[config.mk]
export PLATFORM = sky130hd
export DESIGN_NAME = spi_reg_peripheral
export DESIGN_NICKNAME = d
export VERILOG_FILES = /design/src/rtl/spi_reg_peripheral.sv
export SDC_FILE = /design/constraint.sdc
export NUM_CORES = 1
export LEC_CHECK = 0
export CORE_ASPECT_RATIO = 1.75
export CORE_MARGIN = 10
export CORE_UTILIZATION = 50
export CTS_BUF_LIST = sky130_fd_sc_hd__clkbuf_8
export CTS_CLUSTER_DIAMETER = 60
export DETAILED_ROUTE_END_ITERATION = 8
export PLACE_DENSITY_LB_ADDON = 0.05
export SYNTH_ARGS = -nofsm -noshare
export SYNTH_HDL_FRONTEND = slang
export SYNTH_SLANG_ARGS = --single-unit
[constraint.sdc]
create_clock -name clk -period 3.59 [get_ports clk]
set_clock_uncertainty 0.05 [all_clocks]
set_input_delay 0.718 -clock clk [delete_from_list [all_inputs] [get_ports clk]]
set_output_delay 0.718 -clock clk [all_outputs]
set_load 0.02 [all_outputs]
[src/rtl/spi_reg_peripheral.sv]
// Write-only SPI mode-0 slave feeding a five-byte control register bank.
// Raw SPI pins are synchronised into clk. Each 16-bit frame (R/W, 7-bit
// address, 8-bit data) is evaluated when nCS deasserts. A good write
// frame then updates one register one clock later.
module spi_reg_peripheral #(
   parameter int SYNC_STAGES = 2,
   parameter int MAX_ADDR    = 4
) (
   input  logic       clk,
   input  logic       rst,
   input  logic       sclk,
   input  logic       copi,
   input  logic       ncs,
   output logic [7:0] en_reg_out_7_0,
   output logic [7:0] en_reg_out_15_8,
   output logic [7:0] en_reg_pwm_7_0,
   output logic [7:0] en_reg_pwm_15_8,
   output logic [7:0] pwm_duty_cycle,
   output logic       wr_strobe,
   output logic       frame_err
);

   localparam logic [6:0] MAX_A = 7'(MAX_ADDR);

   typedef enum logic {IDLE, RECV} state_t;

   state_t                 state_q, state_d;
   logic [SYNC_STAGES-1:0] sclk_sync, copi_sync, ncs_sync;
   logic                   sclk_d, ncs_d;
   logic                   sclk_s, copi_s, ncs_s;
   logic                   sclk_rise, ncs_fall, ncs_rise;
   logic [15:0]            frame_sr;
   logic [4:0]             bit_cnt;
   logic                   frame_clr, bit_shift, frame_eval;
   logic                   vld_p1, err_p1;
   logic [6:0]             wr_addr_p1;
   logic [7:0]             wr_data_p1;

   assign sclk_s    = sclk_sync[SYNC_STAGES-1];
   assign copi_s    = copi_sync[SYNC_STAGES-1];
   assign ncs_s     = ncs_sync[SYNC_STAGES-1];
   assign sclk_rise = sclk_s & ~sclk_d;
   assign ncs_fall  = ~ncs_s & ncs_d;
   assign ncs_rise  = ncs_s & ~ncs_d;

   // Synchronisers plus one delay flop per edge-detected signal; idle values on reset
   always_ff @(posedge clk) begin
      if (rst) begin
         sclk_sync <= '0;
         copi_sync <= '0;
         ncs_sync  <= '1;
         sclk_d    <= 1'b0;
         ncs_d     <= 1'b1;
      end else begin
         sclk_sync <= {sclk_sync[SYNC_STAGES-2:0], sclk};
         copi_sync <= {copi_sync[SYNC_STAGES-2:0], copi};
         ncs_sync  <= {ncs_sync[SYNC_STAGES-2:0], ncs};
         sclk_d    <= sclk_s;
         ncs_d     <= ncs_s;
      end
   end

   // Frame FSM state register
   always_ff @(posedge clk) begin
      if (rst) state_q <= IDLE;
      else     state_q <= state_d;
   end

   // Frame FSM next state: a falling nCS always (re)starts a frame, a rising nCS ends it
   always_comb begin
      state_d    = state_q;
      frame_clr  = 1'b0;
      bit_shift  = 1'b0;
      frame_eval = 1'b0;
      case (state_q)
         IDLE: begin
            if (ncs_fall) begin
               frame_clr = 1'b1;
               state_d   = RECV;
            end
         end
         RECV: begin
            if (ncs_fall) begin
               frame_clr = 1'b1;
            end else if (ncs_rise) begin
               frame_eval = 1'b1;
               state_d    = IDLE;
            end else if (sclk_rise && !ncs_s) begin
               bit_shift = 1'b1;
            end
         end
         default: state_d = IDLE;
      endcase
   end

   // Stage p0 -> p1: shift/count bits, and decide commit or error at frame end
   always_ff @(posedge clk) begin
      if (rst) begin
         frame_sr <= '0;
         bit_cnt  <= '0;
         vld_p1   <= 1'b0;
         err_p1   <= 1'b0;
      end else begin
         vld_p1 <= frame_eval && (bit_cnt == 5'd16) && frame_sr[15] && (frame_sr[14:8] <= MAX_A);
         err_p1 <= frame_eval && ((bit_cnt != 5'd16) || (frame_sr[15] && (frame_sr[14:8] > MAX_A)));
         if (frame_clr) begin
            frame_sr <= '0;
            bit_cnt  <= '0;
         end else if (bit_shift) begin
            frame_sr <= {frame_sr[14:0], copi_s};
            bit_cnt  <= (bit_cnt == 5'd17) ? 5'd17 : bit_cnt + 5'd1;
         end
      end
   end

   // Stage p1 data: address and data captured alongside vld_p1
   always_ff @(posedge clk) begin
      wr_addr_p1 <= frame_sr[14:8];
      wr_data_p1 <= frame_sr[7:0];
   end

   // Stage p1 -> outputs: register bank update and one-cycle status pulses
   always_ff @(posedge clk) begin
      if (rst) begin
         en_reg_out_7_0  <= '0;
         en_reg_out_15_8 <= '0;
         en_reg_pwm_7_0  <= '0;
         en_reg_pwm_15_8 <= '0;
         pwm_duty_cycle  <= '0;
         wr_strobe       <= 1'b0;
         frame_err       <= 1'b0;
      end else begin
         wr_strobe <= vld_p1;
         frame_err <= err_p1;
         if (vld_p1) begin
            case (wr_addr_p1)
               7'd0:    en_reg_out_7_0  <= wr_data_p1;
               7'd1:    en_reg_out_15_8 <= wr_data_p1;
               7'd2:    en_reg_pwm_7_0  <= wr_data_p1;
               7'd3:    en_reg_pwm_15_8 <= wr_data_p1;
               7'd4:    pwm_duty_cycle  <= wr_data_p1;
               default: ;
            endcase
         end
      end
   end

endmodule

-- After elaboration in Yosys (flattened, before gate mapping)
Index checks and enable logic that the tools add are counted.
- flip-flop bits (word level): 89
- bits in latches: 0
- memory bits (writable): 0
- ROM bits: 0
- input port bits: 5
- output and inout bits: 42
- word-level logic and storage cells: 63
- memories kept: 0
- add/sub/neg operators: 1
- multipliers: 0
- div/mod/pow operators: 0
- $lt $le $gt $ge: 2
- equal/unequal tests: 7
- shifts and indexed selects: 0
- mux-type cells: 12
- bitwise logic cells: 7
- reduce and logical (&&, ||, !) cells: 15
- operator list (kind ; number):
    == test 7 x 2 -> 1 bit (second input constant) ; 2
    == test 5 bit (second input constant) ; 2
    two-way mux 1 bit ; 10
    AND reduction 2 bit ; 5
    == test 7 x 1 -> 1 bit (second input constant) ; 1
    == test 7 x 3 -> 1 bit (second input constant) ; 1
    > comparator 7 x 3 -> 1 bit (second input constant) ; 1
    <= comparator 7 x 3 -> 1 bit (second input constant) ; 1
    logical NOT 7 bit ; 1
    logical AND 1 bit ; 6
    adder 5 x 1 -> 5 bit (second input constant) ; 1
    two-way mux 5 bit ; 1
    != test 5 bit (second input constant) ; 1
    NOT 1 bit ; 4
    bitwise AND 1 bit ; 3
    case mux 1 bit (2 select lines) ; 1
    OR reduction 2 bit ; 1
    logical NOT 1 bit ; 1
    logical OR 1 bit ; 1

-- Longest topological paths before layout
- depth in word-level cells: 8
- mapped depth: 5
- depth with buffers taken out: 5

-- Worst setup path before layout
Ideal clock, no wire load.
- kind: input port to flip-flop
- start point: input port rst
- end point: register ncs_sync[0]
- setup time: 0.123 ns
- data arrival time: 1.325 ns
- data required time: 3.417 ns
- setup slack: 2.092 ns
- cell stages on the path: 3
- path buffers: 2
- cells stage by stage: clkbuf_1 > clkbuf_1 > or2_2
- RTL lines (item ; RTL line ; source):
    from (decl) ; 10 ; input logic rst,
    to (signal assigned) ; 57 ; ncs_sync <= {ncs_sync[SYNC_STAGES-2:0], ncs};
    to (decl) ; 28 ; logic [SYNC_STAGES-1:0] sclk_sync, copi_sync, ncs_sync;
No word-level cell between the ends.

-- Worst setup path after layout
- start point: register pwm_duty_cycle[2]
- end point: output port pwm_duty_cycle[2]
- RTL lines (item ; RTL line ; source):
    from (decl) ; 18 ; output logic [7:0] pwm_duty_cycle,
    from (signal assigned) ; 141 ; 7'd4: pwm_duty_cycle <= wr_data_p1;
No word-level cell between the ends.

==> impl_metrics.tcl <==
set metrics [dict create \
    port_buffers 46 \
    clockBufferDepth 2 \
    hp-class "reg2reg" \
    avgViaCountPerCell 5.23 \
    r2r_cells 3 \
    synth-seq-area-share 0.555 \
    ioPinCount 47 \
    grt_max_degree 61 \
    nFillCells 536 \
    die_h_um 126 \
    max_stage_delay_ps 630 \
    overflow 0 \
    globalplace.congestion 0.777 \
    nets 356 \
    cts_buffers 9 \
    max_slew_margin 0.249 \
    ys_warn_count 0 \
    critical_path.cell_chain "clkdlybuf4s50_1" \
    drv_slew 0 \
    path_buf_inv 1 \
    finalCritPeriodShare 0.590 \
    reg2reg_from "state_q$_SDFF_PP0_" \
    rows 38 \
    mostFrequentLayoutCell "dfxtp_1" \
    cp.required_ps 2820 \
    synthSimpleGateAreaFrac 0.214 \
    synth_edf_count 0 \
    powerDensity_nw_per_um2 429 \
    path_clk_slew_ps 80 \
    grt_pass1_vias 2198 \
    hp-start "frame_sr[7]$_SDFFE_PP0P_" \
    setup_viol 0 \
    hold_buffers 0 \
    fmax_ghz 0.473 \
    p_switching_mw 0.341 \
    antenna_left 0 \
    synth_mux_area_frac 0.125 \
    synth-seq-cells 89 \
    wl_mm 6.63 \
    async_reset_ff_frac 0 \
    grt_pass1_wl_mm 10.8 \
    peakVddDrop_uv 277 \
    area_growth_pct 22.0 \
    dpl_worst_slack_ps 1200 \
    crit_path_start_kind "flop" \
    p_comb_frac 0.021 \
    drive_gt1_frac 0.0595 \
    via_count 2265 \
    synth_area_um2 3210 \
    antenna_found_initial 0 \
    switching_share 0.203 \
    fin_setup_tns_ps 0 \
    cp_num_cells 1 \
    synth.avg_cell_area_um2 10.6 \
    grt_use_total 0.134 \
    syn_inst 304 \
    startpoint "pwm_duty_cycle[2]$_SDFFE_PP0P_" \
    period_needed_ps 2120 \
    insertion_delay_ps 350 \
    first_pass_iters 4 \
    p_clk_frac 0.387 \
    p_total_mw 1.68 \
    ys_types 31 \
    synthAdderAreaFrac 0.0117 \
    critPathArrivalTime_ps 1350 \
    cts_root_buf "clkbuf_8" \
    cts_resized 0 \
    die_area_um2 10200 \
    drt-initial-drc-count 184 \
    synth-xor-area-share 0 \
    rsz0062_at_grt "false" \
    p_leak_nw 1.52 \
    final_cell_mix "dfxtp_1 (89), nand2b_1 (51), clkdlybuf4s50_1 (46)" \
    cp-end-kind "output port" \
    p_seq_frac 0.592 \
    syn_nets 312 \
    reg2reg_to "bit_cnt[0]$_SDFFE_PP0P_" \
    critical-path-top-delay-family "buffers and inverters" \
    synth_top_family_by_area "simple AND/OR/NAND/NOR gates" \
    hold_viol_final 0 \
    cp_slowest_cell "clkdlybuf4s50_1" \
    internal_power_mw 1.34 \
    drc 0 \
    synth-main-ff-cell "dfxtp_1" \
    status "finished, final reports clean" \
    wire_per_inst_um 15.3 \
    crit_path_end "pwm_duty_cycle[2]" \
    reg2reg_slack_ps 1710 \
    cts_setup_buffers 0 \
    cts.sinks 89 \
    core-area_um2 6230 \
    maxCapViolations 0 \
    dieWidth_um 80.6 \
    synth_compound_area_frac 0.0721 \
    tightest_slew_ps 1120 \
    diodes 0 \
    critical_path_class "reg2out" \
    htree_num_levels 3 \
    setup_ws_ps 1470 \
    cts_tree "yes" \
    start_util 0.515 \
    path_max_fanout 2 \
    dp_hpwl_mm 4.77 \
]
how the worst min path moves through the flow:
| stage | cells after the start | endpoint | slack (ps) |
|---|---|---|---|
| final | 0 | wr_data_p1[7]$_DFF_P_ | 320 |
| after global routing | 0 | wr_data_p1[6]$_DFF_P_ | 330 |
| after CTS | 0 | wr_data_p1[7]$_DFF_P_ | 320 |
| after detailed placement | 0 | wr_data_p1[7]$_DFF_P_ | 310 |
| after global placement | 0 | wr_data_p1[6]$_DFF_P_ | 300 |
| after floorplan | 0 | wr_data_p1[0]$_DFF_P_ | 290 |
registers in the layout, indices dropped and copies added (netlist names), 2 cells and up:
register,cells
frame_sr,16
en_reg_out_15_8,8
en_reg_out_7_0,8
en_reg_pwm_15_8,8
en_reg_pwm_7_0,8
pwm_duty_cycle,8
wr_data_p1,8
wr_addr_p1,7
bit_cnt,5
copi_sync,2
ncs_sync,2
sclk_sync,2
area by class of cell:
cell class                 instances  area (um^2)  share of cell area
clock buffer                      10          138              0.0351
clock inverter                     6         51.3              0.0131
inverter                           4         15.0             0.00383
multi-input combinational        196         1360               0.346
sequential                        89         1780               0.455
tap                               80          100              0.0256
timing repair buffer              48          475               0.121
layer usage:
layer,vias up,GRT usage,share of wire
met5,-,0,0
met4,0,0.0604,0.018
met3,7,0.0406,0.057
met2,42,0.232,0.53
met1,1080,0.143,0.40
li1,1136,-,-
metrics by stage:
stage | hold WS (ps) | util | cell area, um^2 | instances
2_1_floorplan | 295 | - | 3210 | 304
3_5_place_dp | 307 | 0.598 | 3730 | 417
5_1_grt | 329 | 0.629 | 3920 | 433
6_report | 316 | 0.629 | 3920 | 433
3_3_place_gp | 301 | 0.598 | 3730 | 417
4_1_cts | 318 | 0.629 | 3920 | 433
logic make-up (layout without fill, tap and decap cells):
group                    after synthesis  in the layout
AO/OA/AOI/OAI                         45             45
adder cells (fa/ha/maj)                3              3
buffers and inverters                 19             68
flip-flops                            89             89
multiplexers                          40             40
AND/OR/NAND/NOR                      108            108
power by group through the flow:
stage,clock [mW],sequential [mW],combinational [mW]
2_1_floorplan,0,1.02,0.0260
3_3_place_gp,0,1.02,0.0359
3_5_place_dp,0,1.02,0.0361
4_1_cts,0.672,0.994,0.0361
5_1_grt,0.712,0.995,0.0390
6_report,0.650,0.994,0.0358
synthesized netlist by cell type (all sizes together), types with 2 or more instances:
cell,count,share of area
nand3b,2,0.0047
ha,3,0.012
clkbuf,13,0.015
o21ai,20,0.031
a21oi,22,0.034
nand3,18,0.028
or3b,2,0.0062
nor4,2,0.0039
nor2b,8,0.016
nor4bb,3,0.0094
dfxtp,89,0.55
or4,2,0.0047
nand2b,51,0.099
nor3b,3,0.0086
o31ai,2,0.0047
inv,4,0.0047
mux2i,40,0.12
nand2,5,0.0058
or2,3,0.0058
buf,2,0.0031
nand4,2,0.0039
Note: power is estimated with default switching activity, not from simulation.
